--- config.mk ---
export PLATFORM = sky130hd
export DESIGN_NAME = ov7670_capture_param
export DESIGN_NICKNAME = d
export VERILOG_FILES = /design/src/rtl/ov7670_capture_param.sv
export SDC_FILE = /design/constraint.sdc
export NUM_CORES = 1
export LEC_CHECK = 0
export BUFFER_PORTS_ARGS = -buffer_cell sky130_fd_sc_hd__buf_2
export CORE_ASPECT_RATIO = 1.25
export CORE_MARGIN = 2
export CORE_UTILIZATION = 35
export DETAILED_ROUTE_END_ITERATION = 7
export MAX_ROUTING_LAYER = met4
export SYNTH_ARGS = -nofsm -noshare
export SYNTH_HDL_FRONTEND = slang
export SYNTH_SLANG_ARGS = --single-unit
export TNS_END_PERCENT = 1
--- constraint.sdc ---
create_clock -name pclk -period 2.1 [get_ports pclk]
set_input_delay 0 -clock pclk [delete_from_list [all_inputs] [get_ports pclk]]
set_output_delay 0 -clock pclk [all_outputs]
set_load 0.01 [all_outputs]
--- src/rtl/ov7670_capture_param.sv ---
// OV7670 capture front end: assembles byte pairs into RGB565 pixels, converts
// to the configured output format, decimates, and writes them to the frame buffer.
module ov7670_capture_param #(
    parameter int H_ACTIVE = 640,
    parameter int V_ACTIVE = 480,
    parameter int DECIM    = 1,
    parameter int FMT      = 0,
    parameter int PIX_W    = 12,
    parameter int ADDR_W   = 19
) (
    input  logic              pclk,
    input  logic              rst_n,
    input  logic              vsync,
    input  logic              href,
    input  logic [7:0]        d,
    input  logic              enable,
    output logic [ADDR_W-1:0] addr,
    output logic [PIX_W-1:0]  dout,
    output logic              we,
    output logic              frame_done,
    output logic              line_err,
    output logic              ovf
);

    localparam int MAX_ADDR_I = (H_ACTIVE / DECIM) * (V_ACTIVE / DECIM) - 1;
    localparam logic [ADDR_W-1:0] MAX_ADDR = ADDR_W'(MAX_ADDR_I);
    localparam int COL_W = $clog2(H_ACTIVE) + 2;
    localparam int ROW_W = $clog2(V_ACTIVE) + 2;
    localparam int BC_W  = $clog2(2 * H_ACTIVE + 1) + 1;
    localparam logic [BC_W-1:0]  LINE_BYTES = BC_W'(2 * H_ACTIVE);
    localparam logic [COL_W-1:0] COL_MASK   = COL_W'(DECIM - 1);
    localparam logic [ROW_W-1:0] ROW_MASK   = ROW_W'(DECIM - 1);

    typedef enum logic [1:0] {
        IDLE,
        SYNC,
        ACTIVE
    } state_t;

    state_t state, state_next;

    logic              vsync_d;
    logic              href_d;
    logic              phase;
    logic [7:0]        hi_byte;
    logic [COL_W-1:0]  col;
    logic [ROW_W-1:0]  row;
    logic [BC_W-1:0]   byte_cnt;
    logic              full;
    logic [15:0]       pixel;
    logic [PIX_W-1:0]  pix_conv;

    logic vsync_fall;
    logic href_fall;
    logic frame_start;
    logic active_byte;
    logic pix_done;
    logic store_hit;

    assign pixel = {hi_byte, d};

    generate
        if (FMT == 0) begin : g_rgb444
            logic unused_pix;
            assign unused_pix = ^{pixel[11], pixel[6:5], pixel[0]};
            assign pix_conv   = PIX_W'({pixel[15:12], pixel[10:7], pixel[4:1]});
        end else begin : g_rgb565
            assign pix_conv = PIX_W'(pixel);
        end
    endgenerate

    always_ff @(posedge pclk or negedge rst_n) begin
        if (!rst_n) begin
            state <= IDLE;
        end else begin
            state <= state_next;
        end
    end

    // IDLE waits for blanking so capture never starts mid-frame.
    always_comb begin
        state_next  = state;
        vsync_fall  = vsync_d & ~vsync;
        href_fall   = href_d & ~href;
        active_byte = (state == ACTIVE) && !vsync && href;
        pix_done    = active_byte && phase;
        store_hit   = pix_done && ((col & COL_MASK) == '0) && ((row & ROW_MASK) == '0);
        case (state)
            IDLE:    if (vsync) state_next = SYNC;
            SYNC:    if (vsync_fall && enable) state_next = ACTIVE;
            ACTIVE:  if (vsync) state_next = SYNC;
            default: state_next = IDLE;
        endcase
        frame_start = (state == SYNC) && (state_next == ACTIVE);
    end

    always_ff @(posedge pclk or negedge rst_n) begin
        if (!rst_n) begin
            vsync_d    <= 1'b0;
            href_d     <= 1'b0;
            phase      <= 1'b0;
            hi_byte    <= '0;
            col        <= '0;
            row        <= '0;
            byte_cnt   <= '0;
            full       <= 1'b0;
            addr       <= '0;
            dout       <= '0;
            we         <= 1'b0;
            frame_done <= 1'b0;
            line_err   <= 1'b0;
            ovf        <= 1'b0;
        end else begin
            vsync_d    <= vsync;
            href_d     <= href;
            we         <= 1'b0;
            frame_done <= (state == ACTIVE) && vsync;
            phase      <= active_byte ? ~phase : 1'b0;

            if (active_byte && !phase) begin
                hi_byte <= d;
            end

            // Byte count saturates so arbitrarily long lines still flag an error.
            if (frame_start || !href) begin
                byte_cnt <= '0;
            end else if (active_byte && (byte_cnt != '1)) begin
                byte_cnt <= byte_cnt + 1'b1;
            end

            if (frame_start || !href) begin
                col <= '0;
            end else if (pix_done) begin
                col <= col + 1'b1;
            end

            if (frame_start) begin
                row <= '0;
            end else if ((state == ACTIVE) && href_fall) begin
                row <= row + 1'b1;
            end

            if (frame_start) begin
                line_err <= 1'b0;
            end else if ((state == ACTIVE) && href_fall && (byte_cnt != LINE_BYTES)) begin
                line_err <= 1'b1;
            end

            // addr advances after each write; once the last slot is used it
            // stays there and later stores only raise ovf.
            if (frame_start) begin
                addr <= '0;
                full <= 1'b0;
                ovf  <= 1'b0;
            end else begin
                if (we) begin
                    if (addr == MAX_ADDR) begin
                        full <= 1'b1;
                    end else begin
                        addr <= addr + 1'b1;
                    end
                end
                if (store_hit) begin
                    if (full) begin
                        ovf <= 1'b1;
                    end else begin
                        we   <= 1'b1;
                        dout <= pix_conv;
                    end
                end
            end
        end
    end

endmodule

After elaboration in Yosys (flattened, before gate mapping). Index checks and enable logic that the tools add are counted.

Register bits: 61. Input bits: 13.

$add $sub $neg: 2. Equal/unequal tests: 7. Mux-type cells: 20. Bitwise gates (word level): 7. Reduce and logical (&&, ||, !) cells: 26.

Operators with widths (number): two-way mux 19 bit (3); two-way mux 12 bit (2); adder 19 x 1 -> 19 bit (second input constant) (1); == test 19 bit (second input constant) (1); adder 12 x 1 -> 12 bit (second input constant) (1); two-way mux 1 bit (12); inequality test 12 x 11 -> 1 bit (second input constant) (1); inequality test 12 bit (second input constant) (1); nonzero test 2 bit (6); logical AND 1 bit (10); AND reduction 2 bit (3); NOT 1 bit (5); == test 2 bit (second input constant) (2); two-way mux 2 bit (2); one-hot mux 2 bit (2 select lines) (1); logical NOT 1 bit (3); AND reduction 3 bit (1); AND 1 bit (2); == test 2 x 1 -> 1 bit (second input constant) (1); logical NOT 2 bit (1); inequality test 2 bit (second input constant) (1); OR reduction 2 bit (1); logical OR 1 bit (1).

Depth between registers and ports, before layout.
Depth in word-level cells: 9. Mapped depth: 6.

Least setup slack after synthesis. Ideal clock, no wire load.

Path kind: register to register. From: reg addr[0]. To: reg addr[16]. Data arrival time: 1.622 ns. Slack: 0.401 ns. Stages on the path, launching flop included: 6. Path buffers: 0. Clock period less this slack: 1.699 ns. Cells stage by stage: dfrtp_1 -> ha_1 -> and3_1 -> nand2_1 -> or4_1 -> a21oi_1.

Word-level cells in the longest chain between the ends: 4. Elaborated cells between the ends (all ways): 7. Classes of those cells: add/sub: 1; eq/ne: 2; mux: 3; reduce/logical: 1.

Ends and longest elaborated chain: start: declaration (line 17) `output logic [ADDR_W-1:0] addr,`; start signal: assignment (line 160) `addr <= addr + 1'b1;`; adder 19 x 1 -> 19 bit (line 160); two-way mux 19 bit (line 157) `if (addr == MAX_ADDR) begin`; two-way mux 19 bit (line 156) `if (we) begin`; two-way mux 19 bit (line 151) `if (frame_start) begin`.

Several ways; a longest one is shown, not always the timed one. The select of a mux whose other input is x is not followed. A chain may end at the register's enable or synchronous reset.

Worst setup path after layout.
From: reg addr[0]. To: reg addr[18].

Same word-level chain as after synthesis.

==> results by group <==
Cells and area
  • Share of layout cells above drive strength 1: 0.299
  • Fillers: ~780
  • Area of the multi-input gates: 0.00137 sq mm
  • ANT cells: 0
  • Commonest non-fill, non-tap cell in the layout: dfrtp_1
  • Post-route insts no fill: 438
  • Area grow syn2layout: 24.0%
  • Most frequent cells in the layout: dfrtp_1, buf_2, nand2_1
  • Reg area: 0.00150 sq mm
  • Layout Nets: 352

Placed design
  • Routability Congestion: 0.787
  • Place WS: 0.270 ns
  • Detail Placement HPWL: 4700 um
  • Placed insts: 411
  • I/O Buffers: 47

Critical path
  • Critical path class: flop to flop
  • Crit start category: flop
  • Worst r2r src: addr[0]
  • Worst reg-to-reg setup slack: around 0.24 ns
  • Crit path arrival time: 2.12 ns
  • Critical Path Start: addr[0]
  • CP Max Fanout: 7
  • Worst path cell trace: ha_1, and3_1, nand2_1, or4_1, a21oi_1
  • Crit. End Element: flop
  • Required time worst endpoint: between 2 and 2.5 ns
  • CP peak stage delay: 0.50 ns
  • Critical-path top delay cell: or4_1

Routing
  • DRT Pass-1 Iters: 4
  • Via Count: 2353
  • Vias per cell: 5.37
  • Final WL: 6680 um
  • DRC violation count after routing: 0
  • Routed WL per cell: 15.2 um
  • Post-route ant nets: 0
  • DR iter-0 viols: 66

Timing
  • Hold Vio Cnt, Final: 0
  • Period Utilization, post-route: 0.883
  • Period minus WS final: 1.86 ns
  • Worst Max-Slew Pin Slew: 0.491 ns
  • Clk_skew: 0.0119 ns
  • Fmax: around 0.54 GHz
  • Max_slew headroom: 0.673
  • Final Max Tran Viols: 0
  • Worst setup margin: about 0.24 ns
  • Setup Viol. Count Final: 0
  • Unrepaired setup endpoints after global routing: no
  • Hold_ws: about 0.018 ns
  • TNS Setup: 0 ns

Clock network
  • CTS buffer count: 9
  • Worst-Skew Late Latency: around 0.34 ns
  • CTS tree: built
  • Worst-path clk slew: around 0.080 ns
  • CTS Root Cell: clkbuf_8
  • Post CTS Setup Buffer Count: 0
  • Clk buf depth: 2
  • TritonCTS Sinks: 60
  • H-Tree Depth: 3

Global routing
  • GRT overflow: 0
  • Largest net degree at the start of global routing: between 40 and 50
  • GRT Total Usage: 0.167
  • Vias in the first global route: 2443
  • First-pass GRT wire length: 11800 um
  • Initial antenna violation count: 0

Logic synthesis
  • Net Count, Synth: 283
  • Synth top area share: 0.512
  • Yosys top cell by area: dfrtp_1
  • Ys flop type: dfrtp_1
  • Ys async rst share: 1.00
  • Mapped Area: roughly 0.0029 sq mm
  • Area contributors post-synth: dfrtp_1, mux2_2, a21oi_1
  • Mapped Avg Cell Area: 11.0 sq um
  • Netlist cell types: 49
  • EDFF count, synth: 0
  • Warnings from Yosys: 0
  • Gate Count Post-Synth: 267
  • Post-synthesis sequential area ratio: 0.512
  • FF+latch count, synth: 60

Floorplan
  • Die Ht: between 100 and 150 um
  • Die width: 85.9 um
  • Die footprint: 0.00914 sq mm
  • Initial Util: 0.358
  • Core box area: about 0.0082 sq mm
  • Core Rows: 37
  • Ports: 48

Power
  • PD cells: 677 mW/mm^2
  • Leak Pwr: 1.76 nW
  • Peak supply drop: approximately 370 uV

Hold path
  • Worst Hold Class: input pin to flop
  • Hold_sp: enable

Flow run
  • # Max-Cap Violations: 0

Outcome
  • Status: finished clean
## per-layer routing
metal  track usage  part of all wire  vias up
li1              -                 -     1146
met1         0.198              0.44     1161
met2         0.274              0.51       40
met3        0.0411             0.037        6
met4        0.0635             0.011        0
met5             -                 0        -
## cell usage after synthesis, types with 2 or more instances
| master | number |
|---|---|
| ha_1 | 3 |
| or3_1 | 4 |
| mux2i_1 | 7 |
| o21ai_0 | 5 |
| nand4_2 | 3 |
| nand3_1 | 11 |
| mux2_2 | 20 |
| clkbuf_1 | 3 |
| o31ai_1 | 10 |
| nand4_1 | 9 |
| nor4_1 | 2 |
| nor3_1 | 5 |
| or4_1 | 9 |
| nor4b_1 | 2 |
| a211oi_1 | 4 |
| and2_1 | 3 |
| a41oi_1 | 2 |
| and3_1 | 4 |
| nand2b_1 | 5 |
| dfrtp_1 | 60 |
| inv_1 | 8 |
| nor4_4 | 2 |
| buf_2 | 3 |
| nor2_1 | 12 |
| nand2_1 | 24 |
| a21oi_1 | 21 |
| and4_1 | 4 |
## cell families (layout without fill, tap and decap cells)
family	Yosys count	count (layout)	share of synthesized area
fa+ha+maj	3	3	0.0128
compound gates	51	51	0.113
flops	60	60	0.512
mux	27	27	0.101
simple gates	110	110	0.238
xor+xnor	1	1	0.00298
buf+inv	15	89	0.0209
## worst paths after layout
path | cells past startpoint | end
min | 4 | state[0]
min reg2reg | 1 | hi_byte[2]
min in group asynchronous | 2 | addr[3]
max | 5 | addr[18]
max reg2reg | 5 | addr[18]
max in group asynchronous | 3 | vsync_d
## metrics by stage
stage / util / area, sq um / power [mW]
2_1_floorplan: - / 2940 / 1.32
3_3_place_gp: 0.406 / 3330 / 1.39
3_5_place_dp: 0.406 / 3330 / 1.40
4_1_cts: 0.444 / 3640 / 2.51
5_1_grt: 0.444 / 3640 / 2.59
6_report: 0.444 / 3640 / 2.47
## area by class of cell
cell class	count	area share
clock buffer	9	0.0340
clock inverter	7	0.0223
inverter	8	0.00825
multi-input combinational	192	0.377
sequential	60	0.412
tap	97	0.0333
timing repair buffer	65	0.113
## what timing repair did
action	4_1_cts	5_1_grt
hold buffers	11	0
resized for setup	0	0
endpoints found under the hold margin	37	0
endpoints found under the setup margin	0	0
## sequential cells by signal, indices dropped and copies added (netlist names)
register and cells:
phase 1, vsync_d 1, line_err 1, full 1, we 1, href_d 1, dout 12, byte_cnt 12
frame_done 1, state 2, ovf 1, addr 19, hi_byte 7
## worst max-delay path: cells and delay by family (launching register included)
kind                       cells  cell delay (ns)
and+or+nand+nor                3             0.93
DFF                            1             0.43
adders and majority gates      1             0.25
AOI/OAI and AO/OA              1             0.16
## where the power goes
part	switching [mW]	total (mW)	internal, mW	leakage [nW]
registers	0.0347	1.23	1.20	0.825
clock network	0.517	1.08	0.564	0.101
logic	0.0807	0.153	0.0725	0.839
(Power assumes the default switching activity.)
